[src/rtl/uart_tx_feeder.sv]
`default_nettype none
// ============================================================================
//  Module   : uart_tx_feeder
//  Purpose  : Buffered byte source for a UART transmit byte interface.
//             Producers push bytes into a circular FIFO at full clock rate;
//             a three-state FSM drains it one byte at a time, holding the
//             transmit request until the UART reports busy, then waiting for
//             the UART to go idle before issuing the next byte.
//  Ports    : clk        - system clock, rising edge
//             reset      - asynchronous active-low reset
//             wr_en      - push wr_data this cycle
//             wr_data    - byte to transmit
//             full       - FIFO holds DEPTH bytes
//             empty      - FIFO holds no bytes
//             level      - bytes stored (byte in flight excluded)
//             overflow   - 1-cycle pulse: push dropped because FIFO full
//             idata      - byte presented to the UART
//             newTxData  - transmit request, held until UART raises txBusy
//             txBusy     - UART busy-transmitting flag
//             sent       - 1-cycle pulse: UART finished a byte
//             stall      - sticky: request outstanding for ACK_TIMEOUT cycles
//  Revision : 1.0 - initial release
// ============================================================================
module uart_tx_feeder #(
    parameter int DEPTH       = 16,
    parameter int AW          = 4,
    parameter int ACK_TIMEOUT = 1023
) (
    input  logic          clk,
    input  logic          reset,
    input  logic          wr_en,
    input  logic [7:0]    wr_data,
    output logic          full,
    output logic          empty,
    output logic [AW:0]   level,
    output logic          overflow,
    output logic [7:0]    idata,
    output logic          newTxData,
    input  logic          txBusy,
    output logic          sent,
    output logic          stall
);

    localparam int            CW        = $clog2(ACK_TIMEOUT + 1);
    localparam logic [AW:0]   c_depth   = (AW+1)'(DEPTH);
    localparam logic [CW-1:0] c_timeout = CW'(ACK_TIMEOUT);

    typedef enum logic [1:0] {
        S_IDLE      = 2'd0,
        S_ISSUE     = 2'd1,
        S_WAIT_DONE = 2'd2
    } state_t;

    state_t          r_state, w_state_nxt;

    logic [7:0]      r_mem [DEPTH];
    logic [AW-1:0]   r_wr_ptr, r_rd_ptr;
    logic [AW:0]     r_level, w_level_nxt;
    logic            r_full, r_empty, r_overflow;

    logic [7:0]      r_idata, w_idata_nxt;
    logic            r_new, w_new_nxt;
    logic            r_sent, w_sent_nxt;
    logic            r_stall, w_stall_nxt;
    logic [CW-1:0]   r_cnt, w_cnt_nxt;

    logic            w_pop;
    logic            w_push;

    // ------------------------------------------------------------------
    // FSM next-state and registered-output logic
    // ------------------------------------------------------------------
    always_comb begin
        w_state_nxt = r_state;
        w_idata_nxt = r_idata;
        w_new_nxt   = r_new;
        w_sent_nxt  = 1'b0;
        w_stall_nxt = r_stall;
        w_cnt_nxt   = r_cnt;
        w_pop       = 1'b0;
        case (r_state)
            S_IDLE: begin
                // A busy UART here means someone else is transmitting: hold off.
                if (!r_empty && !txBusy) begin
                    w_pop       = 1'b1;
                    w_idata_nxt = r_mem[r_rd_ptr];
                    w_new_nxt   = 1'b1;
                    w_cnt_nxt   = '0;
                    w_state_nxt = S_ISSUE;
                end
            end
            S_ISSUE: begin
                // The request is never withdrawn; the UART only accepts when
                // its line is idle, so we just keep asking.
                w_new_nxt = 1'b1;
                if (txBusy) begin
                    w_new_nxt   = 1'b0;
                    w_state_nxt = S_WAIT_DONE;
                end else if (r_cnt != c_timeout) begin
                    w_cnt_nxt = r_cnt + CW'(1);
                    if (w_cnt_nxt == c_timeout) begin
                        w_stall_nxt = 1'b1;
                    end
                end
            end
            S_WAIT_DONE: begin
                if (!txBusy) begin
                    w_sent_nxt  = 1'b1;
                    w_state_nxt = S_IDLE;
                end
            end
            default: begin
                w_state_nxt = S_IDLE;
            end
        endcase
    end

    // A push into a full FIFO still fits when the head leaves this same cycle.
    assign w_push = wr_en && (!r_full || w_pop);

    always_comb begin
        w_level_nxt = r_level;
        case ({w_push, w_pop})
            2'b10:   w_level_nxt = r_level + (AW+1)'(1);
            2'b01:   w_level_nxt = r_level - (AW+1)'(1);
            default: w_level_nxt = r_level;
        endcase
    end

    // ------------------------------------------------------------------
    // Storage array (no reset needed: contents are qualified by level)
    // ------------------------------------------------------------------
    always_ff @(posedge clk) begin
        if (w_push) begin
            r_mem[r_wr_ptr] <= wr_data;
        end
    end

    // ------------------------------------------------------------------
    // State, pointers, flags
    // ------------------------------------------------------------------
    always_ff @(posedge clk or negedge reset) begin
        if (!reset) begin
            r_state    <= S_IDLE;
            r_wr_ptr   <= '0;
            r_rd_ptr   <= '0;
            r_level    <= '0;
            r_full     <= 1'b0;
            r_empty    <= 1'b1;
            r_overflow <= 1'b0;
            r_idata    <= 8'h00;
            r_new      <= 1'b0;
            r_sent     <= 1'b0;
            r_stall    <= 1'b0;
            r_cnt      <= '0;
        end else begin
            r_state    <= w_state_nxt;
            r_idata    <= w_idata_nxt;
            r_new      <= w_new_nxt;
            r_sent     <= w_sent_nxt;
            r_stall    <= w_stall_nxt;
            r_cnt      <= w_cnt_nxt;
            if (w_push) begin
                r_wr_ptr <= r_wr_ptr + AW'(1);
            end
            if (w_pop) begin
                r_rd_ptr <= r_rd_ptr + AW'(1);
            end
            r_level    <= w_level_nxt;
            r_full     <= (w_level_nxt == c_depth);
            r_empty    <= (w_level_nxt == '0);
            r_overflow <= wr_en && r_full && !w_pop;
        end
    end

    assign full      = r_full;
    assign empty     = r_empty;
    assign level     = r_level;
    assign overflow  = r_overflow;
    assign idata     = r_idata;
    assign newTxData = r_new;
    assign sent      = r_sent;
    assign stall     = r_stall;

endmodule
`default_nettype wire
[config.mk]
export PLATFORM = sky130hd
export DESIGN_NAME = uart_tx_feeder
export DESIGN_NICKNAME = d
export VERILOG_FILES = /design/src/rtl/uart_tx_feeder.sv
export SDC_FILE = /design/constraint.sdc
export NUM_CORES = 1
export LEC_CHECK = 0
export CORE_MARGIN = 5
export CORE_UTILIZATION = 40
export DETAILED_ROUTE_END_ITERATION = 16
export HOLD_SLACK_MARGIN = 0.15
export SLEW_MARGIN = 20
export SYNTH_ARGS = -nofsm -noshare
export SYNTH_HDL_FRONTEND = slang
export SYNTH_SLANG_ARGS = --single-unit
[constraint.sdc]
create_clock -name clk -period 3.8 [get_ports clk]
set_input_delay 0.57 -clock clk [delete_from_list [all_inputs] [get_ports clk]]
set_output_delay 0.57 -clock clk [all_outputs]
set_load 0.01 [all_outputs]
# After elaboration in Yosys (flattened, before gate mapping)
# Memory sizes are Yosys's and may differ from the RTL's. A register that Yosys moved wholly into a read port is not among the register bits.
# Index checks and enable logic that the tools add are counted.
# classes
add_sub_neg	5
n_eq_ne	12
mux	17
n_bitwise	1
reduce_logical	18
# op_table
cell	n
10-bit two-way mux	3
10-bit one-hot mux with 2 select lines	1
10-bit by 1-bit adder with 10-bit output (second input constant)	1
10-bit == test (second input constant)	1
10-bit inequality test (second input constant)	1
2-bit inequality test (second input constant)	5
5-bit one-hot mux with 2 select lines	1
4-bit by 1-bit adder with 4-bit output (second input constant)	2
4-bit AND reduction	2
1-bit two-way mux	7
2-bit two-way mux	3
2-bit one-hot mux with 3 select lines	1
5-bit by 1-bit adder with 5-bit output (second input constant)	1
5-bit == test (second input constant)	1
1-bit logical NOT	5
5-bit logical NOT	1
5-bit by 1-bit subtractor with 5-bit output (second input constant)	1
2-bit by 1-bit == test with 1-bit output (second input constant)	2
2-bit == test (second input constant)	2
1-bit logical AND	4
2-bit AND reduction	2
3-bit AND reduction	1
2-bit logical NOT	1
1-bit one-hot mux with 2 select lines	1
other kinds (3)	3
# word_totals
ff_bits	31
ram_bits	128
inputBits	12
out_inout_bits	19
wordCells	65
n_memories	1
# memory_table
memory	words	word_bits	rd	rd_ports_with_merged_regs	wr	line_no	text
r_mem	16	8	1	1	1	56	logic [7:0] r_mem [DEPTH];

# Longest topological paths before layout
# Gate-level depths: netlist (run 1).
# logic_depth
ltp_word	9
depth_mapped	15
mapped_depth_nobuf	12

# Least setup slack after synthesis (run 1)
# OpenSTA, ideal clock, no wires.
# synth_path
path_kind	input port to flip-flop
startpoint	input port txBusy
endpoint	register r_full (netlist: full)
setup_time_ns	0.105
t_arrival_ns	3.100
t_required_ns	3.695
path_slack_ns	0.595
stages	15
path_buffers	3
cell_sequence	or4_1 -> buf_2 -> nand2_1 -> and2_1 -> buf_2 -> inv_2 -> ha_1 -> clkbuf_1 -> xor2_1 -> ha_1 -> o21ai_0 -> a221oi_1 -> o221ai_1 -> xnor2_1 -> nor4b_1
# synth_via
elab_chain_cells	9
elab_cells_between_ends	10
cone_classes	eq/ne: 3; mux: 3; reduce/logical: 4
# synth_rtl
element	line_no	text
start: declaration	39	input logic txBusy,
1-bit logical NOT *	n/a	
1-bit logical AND *	84	if (!r_empty && !txBusy) begin
1-bit two-way mux *	84	
1-bit two-way mux *	81	case (r_state)
1-bit logical OR	119	assign w_push = wr_en && (!r_full || w_pop);
1-bit logical AND	119	
2-bit by 1-bit == test with 1-bit output / 2-bit == test (equally long branches)	123	case ({w_push, w_pop})
5-bit one-hot mux with 2 select lines *	123	
via w_level_nxt[4]	58	logic [AW:0] r_level, w_level_nxt;
5-bit == test *	170	r_full <= (w_level_nxt == c_depth);
end signal: assignment	170	
end: declaration	59	logic r_full, r_empty, r_overflow;
# The timed path passes the listed nets; every way through them passes the cells marked *.
# A chain may end at the register's enable or synchronous reset.

# Final worst setup path (run 1)
# layout_path
startpoint	input port txBusy
endpoint	register r_full (netlist: full)
# layout_via
elab_chain_cells	9
elab_cells_between_ends	10
cone_classes	eq/ne: 3; mux: 3; reduce/logical: 4
# layout_rtl
element	line_no	text
1-bit logical NOT *	n/a	
1-bit logical AND *	84	
1-bit two-way mux *	84	
1-bit two-way mux *	81	
via w_pop	67	logic w_pop;
1-bit logical OR	119	
1-bit logical AND	119	
2-bit by 1-bit == test with 1-bit output / 2-bit == test (equally long branches)	123	
5-bit one-hot mux with 2 select lines *	123	
via w_level_nxt[4]	58	
5-bit == test *	170	
# Marks and branches as above.

==> results of run 1 <==
==> routing by layer <==
metal	GRT usage, %	wire length [µm]
met1	19.0	5880
met5	0	0
met2	25.0	7210
met4	4.95	206
met3	4.04	540
==> flip-flops by register name, indices dropped and copies added (netlist names) <==
| signal | flops |
|---|---|
| sent | 1 |
| r_mem | 128 |
| r_cnt | 10 |
| stall | 1 |
| full | 1 |
| level | 5 |
| r_wr_ptr | 4 |
| r_state | 2 |
| empty | 1 |
| overflow | 1 |
| idata | 8 |
| r_rd_ptr | 4 |
| newTxData | 1 |
==> cell usage in the layout (no fill, tap or decap), types with 5 or more instances in the layout <==
master           netlist  layout
inv_1                 10      10
mux2i_1               15      15
a21oi_1                9       9
o21ai_0               18      18
nor2_1                24      24
and3_1                 6       6
o21ai_1                8       8
nand2_1               18      18
nand3_1                9       9
clkdlybuf4s50_1        0      29
and2_1                 5       5
dfrtp_1               38      37
ha_1                  10      10
clkbuf_16              0      17
buf_4                  0      19
nand2b_1               5       5
edfxtp_1             128     128
mux4_2                32      32
xnor2_1               10      10
inv_6                  0       5
xor2_1                 5       5
==> per-stage QoR <==
stage	hold slack (ps)	power [W]
2_1_floorplan	274	0.00356
3_3_place_gp	467	0.00412
3_5_place_dp	481	0.00417
4_1_cts	304	0.00591
5_1_grt	357	0.00616
6_report	275	0.00583
==> cell type report <==
class	instances	area (µm²)	area share [%]
flip-flops and latches	167	4820	59.2
multi-input cells	214	1940	23.9
repair buffers	49	438	5.38
clock buffers	17	425	5.23
well taps	225	282	3.46
clock inverters	15	181	2.23
inverters	12	50.0	0.615
==> critical path: cells and delay by family <==
family                     cells  cell delay [ps]
adders and majority gates      2              570
xor gates and xnor gates       2              430
and+or+nand+nor                2              720
buffers and inverters          3              740
AOI/OAI and AO/OA              3              560
==> worst max path at each step <==
stage	to	slack, ps	cells past startpoint
after global routing	full$_DFF_PN0_	300	13
final	full$_DFF_PN0_	520	12
after global placement	full$_DFF_PN0_	290	13
after detailed placement	full$_DFF_PN0_	140	13
after CTS	full$_DFF_PN0_	570	13
after floorplan	full$_DFF_PN0_	590	15
==> where the power goes <==
group / switching, W / total, W / internal (W)
sequential: 0.000327 / 0.00258 / 0.00225
combinational: 0.000715 / 0.00152 / 0.000808
clock: 0.000783 / 0.00173 / 0.000944
total: 0.00183 / 0.00583 / 0.00400
==> cells by family (layout without fill, tap and decap cells) <==
family / after synthesis / count (layout) / synth area share [%]
AOI/OAI and AO/OA: 54 / 54 / 5.06
xor gates and xnor gates: 15 / 15 / 1.90
adders and majority gates: 10 / 10 / 1.81
buffers and inverters: 35 / 93 / 2.16
DFF: 167 / 167 / 69.9
muxes: 50 / 50 / 13.1
and+or+nand+nor: 85 / 85 / 6.09
==> impl_metrics.yaml, run 1 <==
setup_path:
  crit_path_frequent_cell: "ha_1"
  worst-path-max-fanout: 13
  path_class: "in2reg"
  critPathSlowestCell: "or4_1"
  crit_chain: "clkdlybuf4s50_1 > or4_1 > buf_4 > clkinv_4 > ha_1 > xor2_1 > ha_1 > o21ai_0 > a221oi_1 > o221ai_1 > xnor2_1 > nor4b_1"
  critPathMaxStageDelay_ps: 440
  cp-start-kind: "input port"
  crit_arrival_ps: 3590
  crit_path_end_kind: "flop"
  r2r_cells: 11
  reg2reg_to: "full$_DFF_PN0_"
  cp-startpoint: "txBusy"
  required_ps: 4110
  ff2ff_setup_slack_ps: 570
  r2r-start: "r_state[0]$_DFFE_PN0P_"
final_layout:
  layout.nets: 483
  finalNonFillerCells: 699
  final_area_mm2: 0.00814
  fin_util_pct: 47.6
  drive_gt1_share_pct: 20.3
  nFillCells: 1473
  antenna_cells: 0
  syn2layout_area_growth_pct: 18.0
synthesis:
  ys_ff_latch: 167
  yosys-top-cells-area: "edfxtp_1, dfrtp_1, mux4_2"
  async_reset_ff_share_pct: 23.4
  synth_top_cell_by_area: "edfxtp_1"
  synth_fp_nets: 438
  synth-edff-count: 128
  yosys_warnings: 0
  yosys.cell_count.top_type: "edfxtp_1"
  synth_cell_types: 49
  syn_inst: 416
  ys.flop_type: "edfxtp_1"
  avgSynthCellArea_um2: 16.6
  synth_area_mm2: 0.00690
  ys_seq_area_share_pct: 69.9
  synth_top_area_share_pct: 55.7
  synthTopCellsByCount: "edfxtp_1, dfrtp_1, mux4_2, nor2_1"
clock_network:
  numCtsBuffers: 17
  path_clk_slew_ps: 70
  cts_root_buf: "clkbuf_16"
  cts_hold_buf: 0
  post-cts-setup-buffer-count: 0
  clock_latency_ps: 430
  htree_levels: 4
  cts_tree: "built"
  cts.sinks: 167
  ctsResizeCount: 0
  clock_path_buffers: 2
detailed_routing:
  drt_drc_violations_left: 0
  routed_wl_um: 13800
  firstDrtPassIters: 5
  antenna_left: 0
  viasPerCell: 5.29
  routedWlPerCell_um: 19.8
  vias: 3698
  drtIter0Drc: 261
placement:
  pre_cts_slack_ps: 139
  place_area_mm2: 0.00753
  dpl.hpwl_um: 9210
  io_buffer_count: 30
  place_congestion: 0.753
  dp_cells: 667
timing:
  setup_viol: 0
  worst_slew_pin_slew_ps: 1090
  fmax_mhz: 305
  finalCritPeriodShare_pct: 86.2
  final_hold_viol_count: 0
  maxSlewHeadroom_pct: 27.0
  fin_worst_skew_ps: 14.9
  rsz0062_at_grt: "false"
  finalWorstSetupSlack_ps: 523
  final.setup.tns_ps: 0
  min_period_ps: 3280
  slew_violations: 0
floorplan:
  die_area_mm2: 0.0200
  coreArea_mm2: 0.0171
  dieHeight_um: 141
  num_rows: 48
  initial_utilization_pct: 40.3
  die_x_um: 141
  io-pin-count: 31
min_path:
  hp-class: "in2async"
job:
  maxCapViolCount: 0
run_status:
  status: "finished clean"
global_routing:
  overflow: 0
  grt_pass1_vias: 3911
  grt_first_pass_wirelength_um: 22100
  track_usage_pct: 15.0
  antenna_found_initial: 0
  grt_start_max_net_pins: 40
power:
  p_leak_nw: 2.87
  ir_drop_v: 0.000394
  p_per_area_mw_per_mm2: 716
Note: power is estimated with default switching activity, not from simulation.
==> run 2: changes to the inputs <==
CAP_MARGIN = 0   (was not set)
CORE_UTILIZATION = 50   (was 40)
PLACE_DENSITY = 0.68   (was not set)
==> impl_metrics.yaml, run 2 (synthesis results as in run 1) <==
clock_network:
  ctsResizeCount: 0
  clock_latency_ps: 420
  cts_hold_buf: 0
  path_clk_slew_ps: 60
  cts_root_buf: "clkbuf_16"
  cts_tree: "built"
  htree_levels: 4
  cts.sinks: 167
  numCtsBuffers: 17
  post-cts-setup-buffer-count: 0
  clock_path_buffers: 2
final_layout:
  antenna_cells: 0
  syn2layout_area_growth_pct: 15.8
  mostFrequentLayoutCells: "edfxtp_1, dfrtp_1, mux4_2"
  final_area_mm2: 0.00799
  nFillCells: 1043
  final_common_cell: "edfxtp_1"
  regMostFlops: "r_mem"
  fin_util_pct: 58.2
  finalNonFillerCells: 649
  drive_gt1_share_pct: 19.6
  layout.nets: 479
  largest_register_ffs: 128
global_routing:
  grt_util_met3_pct: 4.01
  grt_start_max_net_pins: 40
  use_met1_pct: 23.8
  grt_pass1_vias: 3719
  antenna_found_initial: 0
  track_usage_pct: 17.2
  grt_busiest_layer: "met2"
  gr-usage-met2_pct: 27.1
  overflow: 0
  grt_first_pass_wirelength_um: 20700
setup_path:
  cp-startpoint: "txBusy"
  worst-path-max-fanout: 8
  cp-start-kind: "input port"
  cp_top_family: "simple AND/OR/NAND/NOR gates"
  ff2ff_setup_slack_ps: 800
  crit_buf_inv: 2
  crit_chain: "clkdlybuf4s50_1 > or4_1 > nand2_1 > and2_1 > inv_2 > ha_1 > xor2_1 > ha_1 > o21ai_0 > a221oi_1 > o221ai_1 > xnor2_1 > nor4b_1"
  required_ps: 4110
  critPathMaxStageDelay_ps: 490
  path_class: "in2reg"
  crit_path_end_kind: "flop"
  crit_path_frequent_cell: "ha_1"
  critPathSlowestCell: "clkdlybuf4s50_1"
  crit_arrival_ps: 3470
  r2r-start: "r_state[0]$_DFFE_PN0P_"
detailed_routing:
  vias: 3664
  routedWlPerCell_um: 19.7
  antenna_left: 0
  drt_drc_violations_left: 0
  drtIter0Drc: 300
  firstDrtPassIters: 4
  viasPerCell: 5.65
  routed_wl_um: 12800
floorplan:
  initial_utilization_pct: 50.3
  dieHeight_um: 127
  die_area_mm2: 0.0162
  die_x_um: 127
  num_rows: 43
  io-pin-count: 31
  coreArea_mm2: 0.0137
run_status:
  status: "finished clean"
timing:
  fin_worst_skew_ps: 12.7
  hold_ws_ps: 263
  fmax_mhz: 316
  maxSlewHeadroom_pct: 37.8
  final.setup.tns_ps: 0
  min_period_ps: 3160
  final_hold_viol_count: 0
  finalCritPeriodShare_pct: 83.2
  worst_slew_pin_slew_ps: 933
  rsz0062_at_grt: "false"
  setup_viol: 0
  slew_violations: 0
min_path:
  hp-class: "in2async"
power:
  ir_drop_v: 0.000307
  p_leak_nw: 2.81
  p_per_area_mw_per_mm2: 702
placement:
  dpl.hpwl_um: 8170
  dp_cells: 618
  place_area_mm2: 0.00746
  io_buffer_count: 30
  place_congestion: 0.823
job:
  maxCapViolCount: 0
## run 2: cell count changes in the layout (fill, tap and decap cells not counted), sizes merged
cell,change
buf,-4
inv,-4
clkinvlp,+2
bufinv,-1
clkbuf,+1
clkinv,+1
## run 2: final timing paths
path,endpoint,cells past startpoint
min in group clk,stall$_DFFE_PN0P_,1
max reg2reg,full$_DFF_PN0_,12
min reg2reg,stall$_DFFE_PN0P_,1
max in group asynchronous,r_rd_ptr[1]$_DFFE_PN0P_,1
min,r_cnt[2]$_DFFE_PN0P_,1
max,full$_DFF_PN0_,13
## run 2: final cells by class
| cell class | instances | area [µm²] | area share, % |
|---|---|---|---|
| sequential | 167 | 4820 | 60.4 |
| multi-input combinational | 214 | 1960 | 24.5 |
| clock buffer | 18 | 429 | 5.37 |
| timing repair buffer | 45 | 408 | 5.10 |
| tap | 180 | 225 | 2.82 |
| clock inverter | 13 | 100 | 1.25 |
| inverter | 12 | 50.0 | 0.626 |
## run 2: report_power, final
group | total (W) | internal [W] | switching [W]
Combinational | 0.00148 | 0.000793 | 0.000691
Sequential | 0.00259 | 0.00225 | 0.000342
Clock | 0.00153 | 0.000840 | 0.000694
Total | 0.00561 | 0.00388 | 0.00173
## run 2: per-layer routing
metal,wire (µm),up-vias
li1,-,1685
met1,5750,1885
met2,6280,79
met3,565,15
met4,189,0
met5,0,-
## run 2: through the flow
step / setup slack (ps) / total power (W)
final: 639 / 0.00561
after global routing: 351 / 0.00591
after CTS: 651 / 0.00566
after detailed placement: 216 / 0.00413
after global placement: 317 / 0.00410
after floorplan: 595 / 0.00356
